<file path="src/rtl/note_matcher_pkg.sv">
// Shared encodings for the note matcher: grade codes, channel FSM states,
// default timing windows and a saturating-add helper for the streak counter.
package note_matcher_pkg;

  localparam logic [1:0] GRADE_MISS    = 2'b00;
  localparam logic [1:0] GRADE_STRAY   = 2'b01;
  localparam logic [1:0] GRADE_GOOD    = 2'b10;
  localparam logic [1:0] GRADE_PERFECT = 2'b11;

  localparam logic [1:0] ST_IDLE  = 2'd0;
  localparam logic [1:0] ST_FETCH = 2'd1;
  localparam logic [1:0] ST_ARMED = 2'd2;

  localparam int DEF_WIN_PERFECT = 2;
  localparam int DEF_WIN_GOOD    = 6;

  function automatic int unsigned sat_add(input int unsigned a,
                                          input int unsigned b,
                                          input int unsigned max_val);
    int unsigned sum;
    sum = a + b;
    return (sum > max_val) ? max_val : sum;
  endfunction

endpackage

</file>
<file path="src/rtl/note_matcher_ch.sv">
// Single-channel note matcher: fetches the next note time, then grades
// press edges against it and reports notes that slipped past unplayed.
module note_matcher_ch
  import note_matcher_pkg::*;
#(
  parameter int TIME_W      = 16,
  parameter int WIN_PERFECT = DEF_WIN_PERFECT,
  parameter int WIN_GOOD    = DEF_WIN_GOOD
) (
  input  logic              clk,
  input  logic              rst_n,
  input  logic              pause,
  input  logic [TIME_W-1:0] song_time,
  input  logic              press_edge,
  input  logic [TIME_W-1:0] note_time,
  input  logic              note_available,
  output logic              note_request,
  output logic              match_valid,
  output logic [1:0]        match_grade,
  output logic [TIME_W-1:0] match_delta,
  output logic              hit_evt,
  output logic              miss_evt
);

  localparam logic signed [TIME_W:0] WP_S = (TIME_W+1)'(WIN_PERFECT);
  localparam logic signed [TIME_W:0] WG_S = (TIME_W+1)'(WIN_GOOD);

  logic [1:0]         state_q, state_d;
  logic [TIME_W-1:0]  time_q, time_d;
  logic               valid_q, valid_d;
  logic [1:0]         grade_q, grade_d;
  logic [TIME_W-1:0]  delta_q, delta_d;
  logic signed [TIME_W:0] diff;
  logic               late, in_perfect, in_good;

  // One extra bit keeps early presses (song_time < T) negative.
  assign diff       = $signed({1'b0, song_time}) - $signed({1'b0, time_q});
  assign late       = diff > WG_S;
  assign in_perfect = (diff <= WP_S) && (diff >= -WP_S);
  assign in_good    = (diff <= WG_S) && (diff >= -WG_S);

  assign note_request = (state_q == ST_FETCH) && !pause;

  always_comb begin
    state_d = state_q;
    time_d  = time_q;
    valid_d = 1'b0;
    grade_d = grade_q;
    delta_d = delta_q;
    case (state_q)
      ST_IDLE: begin
        state_d = ST_FETCH;
        if (!pause && press_edge) begin
          valid_d = 1'b1;
          grade_d = GRADE_STRAY;
          delta_d = '0;
        end
      end
      ST_FETCH: begin
        if (!pause) begin
          if (press_edge) begin
            valid_d = 1'b1;
            grade_d = GRADE_STRAY;
            delta_d = '0;
          end
          if (note_available) begin
            time_d  = note_time;
            state_d = ST_ARMED;
          end
        end
      end
      ST_ARMED: begin
        // A late note wins over a same-cycle press; the press is absorbed.
        if (!pause) begin
          if (late) begin
            valid_d = 1'b1;
            grade_d = GRADE_MISS;
            delta_d = diff[TIME_W-1:0];
            state_d = ST_FETCH;
          end else if (press_edge) begin
            valid_d = 1'b1;
            if (in_perfect) begin
              grade_d = GRADE_PERFECT;
              delta_d = diff[TIME_W-1:0];
              state_d = ST_FETCH;
            end else if (in_good) begin
              grade_d = GRADE_GOOD;
              delta_d = diff[TIME_W-1:0];
              state_d = ST_FETCH;
            end else begin
              grade_d = GRADE_STRAY;
              delta_d = '0;
            end
          end
        end
      end
      default: state_d = ST_IDLE;
    endcase
  end

  // Good and perfect share the upper grade bit.
  assign hit_evt  = valid_d && grade_d[1];
  assign miss_evt = valid_d && (grade_d == GRADE_MISS);

  always_ff @(posedge clk) begin
    if (!rst_n) begin
      state_q <= ST_IDLE;
      time_q  <= '0;
      valid_q <= 1'b0;
      grade_q <= GRADE_MISS;
      delta_q <= '0;
    end else begin
      state_q <= state_d;
      time_q  <= time_d;
      valid_q <= valid_d;
      grade_q <= grade_d;
      delta_q <= delta_d;
    end
  end

  assign match_valid = valid_q;
  assign match_grade = grade_q;
  assign match_delta = delta_q;

endmodule

</file>
<file path="src/rtl/note_matcher_array.sv">
// Multi-channel note matcher: press-edge detection, an array of per-channel
// matchers and a global saturating hit-streak counter.
module note_matcher_array
  import note_matcher_pkg::*;
#(
  parameter int NUM_CH      = 37,
  parameter int TIME_W      = 16,
  parameter int WIN_PERFECT = DEF_WIN_PERFECT,
  parameter int WIN_GOOD    = DEF_WIN_GOOD,
  parameter int STREAK_W    = 10
) (
  input  logic                       clk,
  input  logic                       rst_n,
  input  logic                       pause,
  input  logic [TIME_W-1:0]          song_time,
  input  logic [NUM_CH-1:0]          ndata,
  input  logic [NUM_CH*TIME_W-1:0]   note_time,
  input  logic [NUM_CH-1:0]          note_available,
  output logic [NUM_CH-1:0]          note_request,
  output logic [NUM_CH-1:0]          match_valid,
  output logic [2*NUM_CH-1:0]        match_grade,
  output logic [NUM_CH*TIME_W-1:0]   match_delta,
  output logic [STREAK_W-1:0]        streak
);

  localparam int unsigned STREAK_MAX = (32'd1 << STREAK_W) - 32'd1;

  logic [NUM_CH-1:0]   prev_ndata_q, prev_ndata_d;
  logic [NUM_CH-1:0]   press_edge;
  logic [NUM_CH-1:0]   hit_vec, miss_vec;
  logic [STREAK_W-1:0] streak_q, streak_d;
  int unsigned         hit_cnt;

  // prev_ndata tracks the keys even while paused, so a held key never
  // produces a late edge when the pause lifts.
  assign press_edge = ndata & ~prev_ndata_q;

  generate
    for (genvar gi = 0; gi < NUM_CH; gi++) begin : g_ch
      note_matcher_ch #(
        .TIME_W      (TIME_W),
        .WIN_PERFECT (WIN_PERFECT),
        .WIN_GOOD    (WIN_GOOD)
      ) u_ch (
        .clk            (clk),
        .rst_n          (rst_n),
        .pause          (pause),
        .song_time      (song_time),
        .press_edge     (press_edge[gi]),
        .note_time      (note_time[gi*TIME_W +: TIME_W]),
        .note_available (note_available[gi]),
        .note_request   (note_request[gi]),
        .match_valid    (match_valid[gi]),
        .match_grade    (match_grade[2*gi +: 2]),
        .match_delta    (match_delta[gi*TIME_W +: TIME_W]),
        .hit_evt        (hit_vec[gi]),
        .miss_evt       (miss_vec[gi])
      );
    end
  endgenerate

  always_comb begin
    prev_ndata_d = ndata;
    hit_cnt      = 0;
    for (int i = 0; i < NUM_CH; i++) begin
      hit_cnt = hit_cnt + {31'd0, hit_vec[i]};
    end
    if (|miss_vec) begin
      streak_d = '0;
    end else begin
      streak_d = STREAK_W'(sat_add(32'(streak_q), hit_cnt, STREAK_MAX));
    end
  end

  always_ff @(posedge clk) begin
    if (!rst_n) begin
      prev_ndata_q <= '0;
      streak_q     <= '0;
    end else begin
      prev_ndata_q <= prev_ndata_d;
      streak_q     <= streak_d;
    end
  end

  assign streak = streak_q;

endmodule

</file>
<file path="config.mk">
export PLATFORM = sky130hd
export DESIGN_NAME = note_matcher_array
export DESIGN_NICKNAME = d
export VERILOG_FILES = /design/src/rtl/note_matcher_pkg.sv /design/src/rtl/note_matcher_ch.sv /design/src/rtl/note_matcher_array.sv
export SDC_FILE = /design/constraint.sdc
export NUM_CORES = 2
export LEC_CHECK = 0
export ABC_CLOCK_PERIOD_IN_PS = 16900
export CELL_PAD_IN_SITES_DETAIL_PLACEMENT = 1
export CELL_PAD_IN_SITES_GLOBAL_PLACEMENT = 2
export CORE_AREA = 2 2 557 559
export DETAILED_ROUTE_END_ITERATION = 16
export DIE_AREA = 0 0 559 561
export GPL_TIMING_DRIVEN = 0
export PLACE_DENSITY_LB_ADDON = 0.2
export SLEW_MARGIN = 20
export SYNTH_ARGS = -nofsm -noshare
export SYNTH_HDL_FRONTEND = slang
export SYNTH_SLANG_ARGS = --single-unit
</file>
<file path="constraint.sdc">
create_clock -name clk -period 16.9 [get_ports clk]
set_clock_uncertainty 0.1 [all_clocks]
set_input_delay 3.38 -clock clk [delete_from_list [all_inputs] [get_ports clk]]
set_output_delay 3.38 -clock clk [all_outputs]
set_load 0.02 [all_outputs]
</file>
==> flow_summary.ini <==
[outcome]
status = finished, final reports clean

[global_route]
grt_use_total_pct = 35.0
grt-ovfl-total = 0
grt_max_degree = 37
grt_pass1_wl_um = 789000
antenna_found_initial = 131
grt_pass1_vias = 101000

[hold_path]
hold_depth = 2
hp-class = flop to flop
hp-start = g_ch[36].u_ch.match_delta[2]
hold_end = g_ch[36].u_ch.match_delta[2]

[clocking]
postCtsSetupRepairBufs = 0
path_clk_slew_ns = 0.06
clockBufferDepth = 4
worstSkewPairLatency_ns = 0.92
cts_hold_buf = 0
cts_inserted_buffers = 182
clock_sinks = 1416
cts-htree-levels = 4
ctsResizeCount = 0
cts_tree = yes
cts-root-buf = clkbuf_16

[critical_path]
regToRegEndpoint = streak[0]
cp_max_fo = 16
startpoint_type = input pin
r2r_slack_ns = 5.77
slowest_stage = a311oi_1
crit_top_cell = fa_1
cp_slowest_stage_delay_ns = 0.72
path_class = input pin to flop
r2r_start = g_ch[28].u_ch.time_q[5]
cp.arrival_ns = 15.32
cp-end-kind = flop
worstRegToRegCells = 40
critPathLaunch = song_time[0]
critPathRequiredTime_ns = 17.61

[yosys]
yosys.area.top_type_share_pct = 30.7
ys_top_cells_by_count = nand2_1, a21oi_1, dfxtp_1
syn_inst = 12300
synth_edf_count = 0
syn-num-nets = 13700
synth_area_mm2 = 0.0923
yosysTopAreaCell = dfxtp_1
synth_area_per_cell_um2 = 7.50
ys_seq_elements = 1416
yosysMostFrequentCell = nand2_1
synth_area_leaders = dfxtp_1, ha_1, a21oi_1, nand2_1, nor2_1
ys_seq_area_share_pct = 30.7
ys.flop_type = dfxtp_1
yosys_warnings = 0
synthArstFlopShare_pct = 0
synth_cell_types = 110

[power_and_ir_drop]
clkPwrFrac_pct = 40.4
p_comb_share_pct = 25.5
p_total_mw = 10.2
irDropWorstVdd_uv = 71.8
p_leak_nw = 43.2
power.internal_mw = 6.71
p_per_area_mw_per_mm2 = 84.9
power_switching_share_pct = 34.3
seq_power_share_pct = 34.1
p_switching_mw = 3.50

[timing]
drv_slew = 0
worst_slew_pin_slew_ns = 1.26
rsz0062_at_grt = no
worst_slack_ns = 2.29
fin_setup_tns_ns = 0
setup_viol_count_final = 0
holdWs_ns = 0.351
fmax_mhz = 68.4
hold_violations = 0
finalCritPeriodShare_pct = 86.5
period_needed_ns = 14.61
relSlewSlack_pct = 15.8

[route]
viasPerCell = 5.60
antenna_left = 0
routed_wirelength_um = 574000
vias = 103000
post_drt_wl_per_cell_um = 31.3
drtIter0Drc = 8753
dr.pass1.iters = 5
route.detailed.drc = 0

[die]
rows = 204
dieHeight_um = 561
coreArea_mm2 = 0.308
initial_core_util_pct = 30.0
io_pins = 1435
die_area_mm2 = 0.314
die_w_um = 559

[cells_and_area]
drive_above_1_share_pct = 5.35
fillers = 37400
final_area_mm2 = 0.120
fin_nets = 15400
area_growth_syn_to_layout_pct = 30.3

[place]
dpl_cell_area_mm2 = 0.114
dp_slack_ns = 1.36
dp_hpwl_um = 470000
portBuffers = 1434
place.gp.congestion = 0.965

[job]
maxCapViolCount = 0
worst max-delay path, delay by kind of cell:
family / cells / cell delay [ns]
adder cells (fa/ha/maj): 11 / 4.84
buffers and inverters: 12 / 2.44
AO/OA/AOI/OAI: 7 / 1.62
AND/OR/NAND/NOR: 14 / 2.89
per-stage QoR:
stage,utilization (%),instances
6_report,39.1,18300
5_1_grt,39.1,18300
2_1_floorplan,-,12300
3_3_place_gp,36.4,17900
4_1_cts,39.1,18300
3_5_place_dp,37.1,17900
layer usage:
layer	part of all wire [%]	track usage, %	vias up
li1	-	-	46800
met1	42	44.3	51200
met2	44	55.7	3765
met3	7.3	7.20	872
met4	6.1	18.9	54
met5	0.062	0	-
sequential cells by signal, indices dropped and copies added (netlist names):
signal                 cells
g_ch.u_ch.match_delta    592
prev_ndata_q              37
g_ch.u_ch.time_q         592
g_ch.u_ch.state_q         74
g_ch.u_ch.match_grade     74
g_ch.u_ch.match_valid     37
streak                    10
power by group through the flow:
stage / clock network, mW / registers (mW) / logic (mW)
finish: 4.13 / 3.48 / 2.60
global route: 4.31 / 3.48 / 2.78
global placement: 0 / 3.54 / 2.46
CTS: 4.17 / 3.48 / 2.56
floorplan: 0 / 3.54 / 1.43
detailed placement: 0 / 3.55 / 2.55
kinds of logic after synthesis:
group	synth area share (%)
compound gates	24.2
flops	30.7
fa+ha+maj	9.82
buf+inv	6.54
xor+xnor	4.07
simple gates	23.8
mux	0.851
area by class of cell:
type | instances | area (um^2) | area share, %
antenna | 47 | 118 | 0.0978
buffer | 674 | 3020 | 2.51
clock buffer | 246 | 5090 | 4.23
clock inverter | 77 | 1030 | 0.853
inverter | 841 | 3160 | 2.63
multi-input combinational | 9377 | 58000 | 48.2
sequential | 1416 | 28300 | 23.6
tap | 4120 | 5150 | 4.29
timing repair buffer | 1521 | 16300 | 13.6
worst max path at each step:
stage	to	depth (start not counted)
6_report	streak[0]	44
3_3_place_gp	note_request[13]	12
5_1_grt	streak[0]	44
4_1_cts	streak[0]	44
3_5_place_dp	streak[0]	44
2_1_floorplan	streak[2]	40
placed cells by master (no fill, tap or decap), drive strengths merged, types with 97 or more instances in the layout:
| cell type | count |
|---|---|
| o21a | 126 |
| nor2b | 151 |
| nor4 | 97 |
| ha | 616 |
| a31oi | 110 |
| o21ai | 442 |
| dfxtp | 1416 |
| nor3 | 207 |
| or3 | 161 |
| a22oi | 269 |
| xnor2 | 243 |
| buf | 243 |
| and2 | 151 |
| nand2 | 1906 |
| a21oi | 1496 |
| a21o | 207 |
| nand3 | 270 |
| inv | 843 |
| nand2b | 184 |
| a211oi | 123 |
| clkbuf | 779 |
| and3 | 108 |
| clkdlybuf4s50 | 1418 |
| nor2 | 988 |
| nand4 | 135 |
| xor2 | 186 |
(Power assumes the default switching activity.)
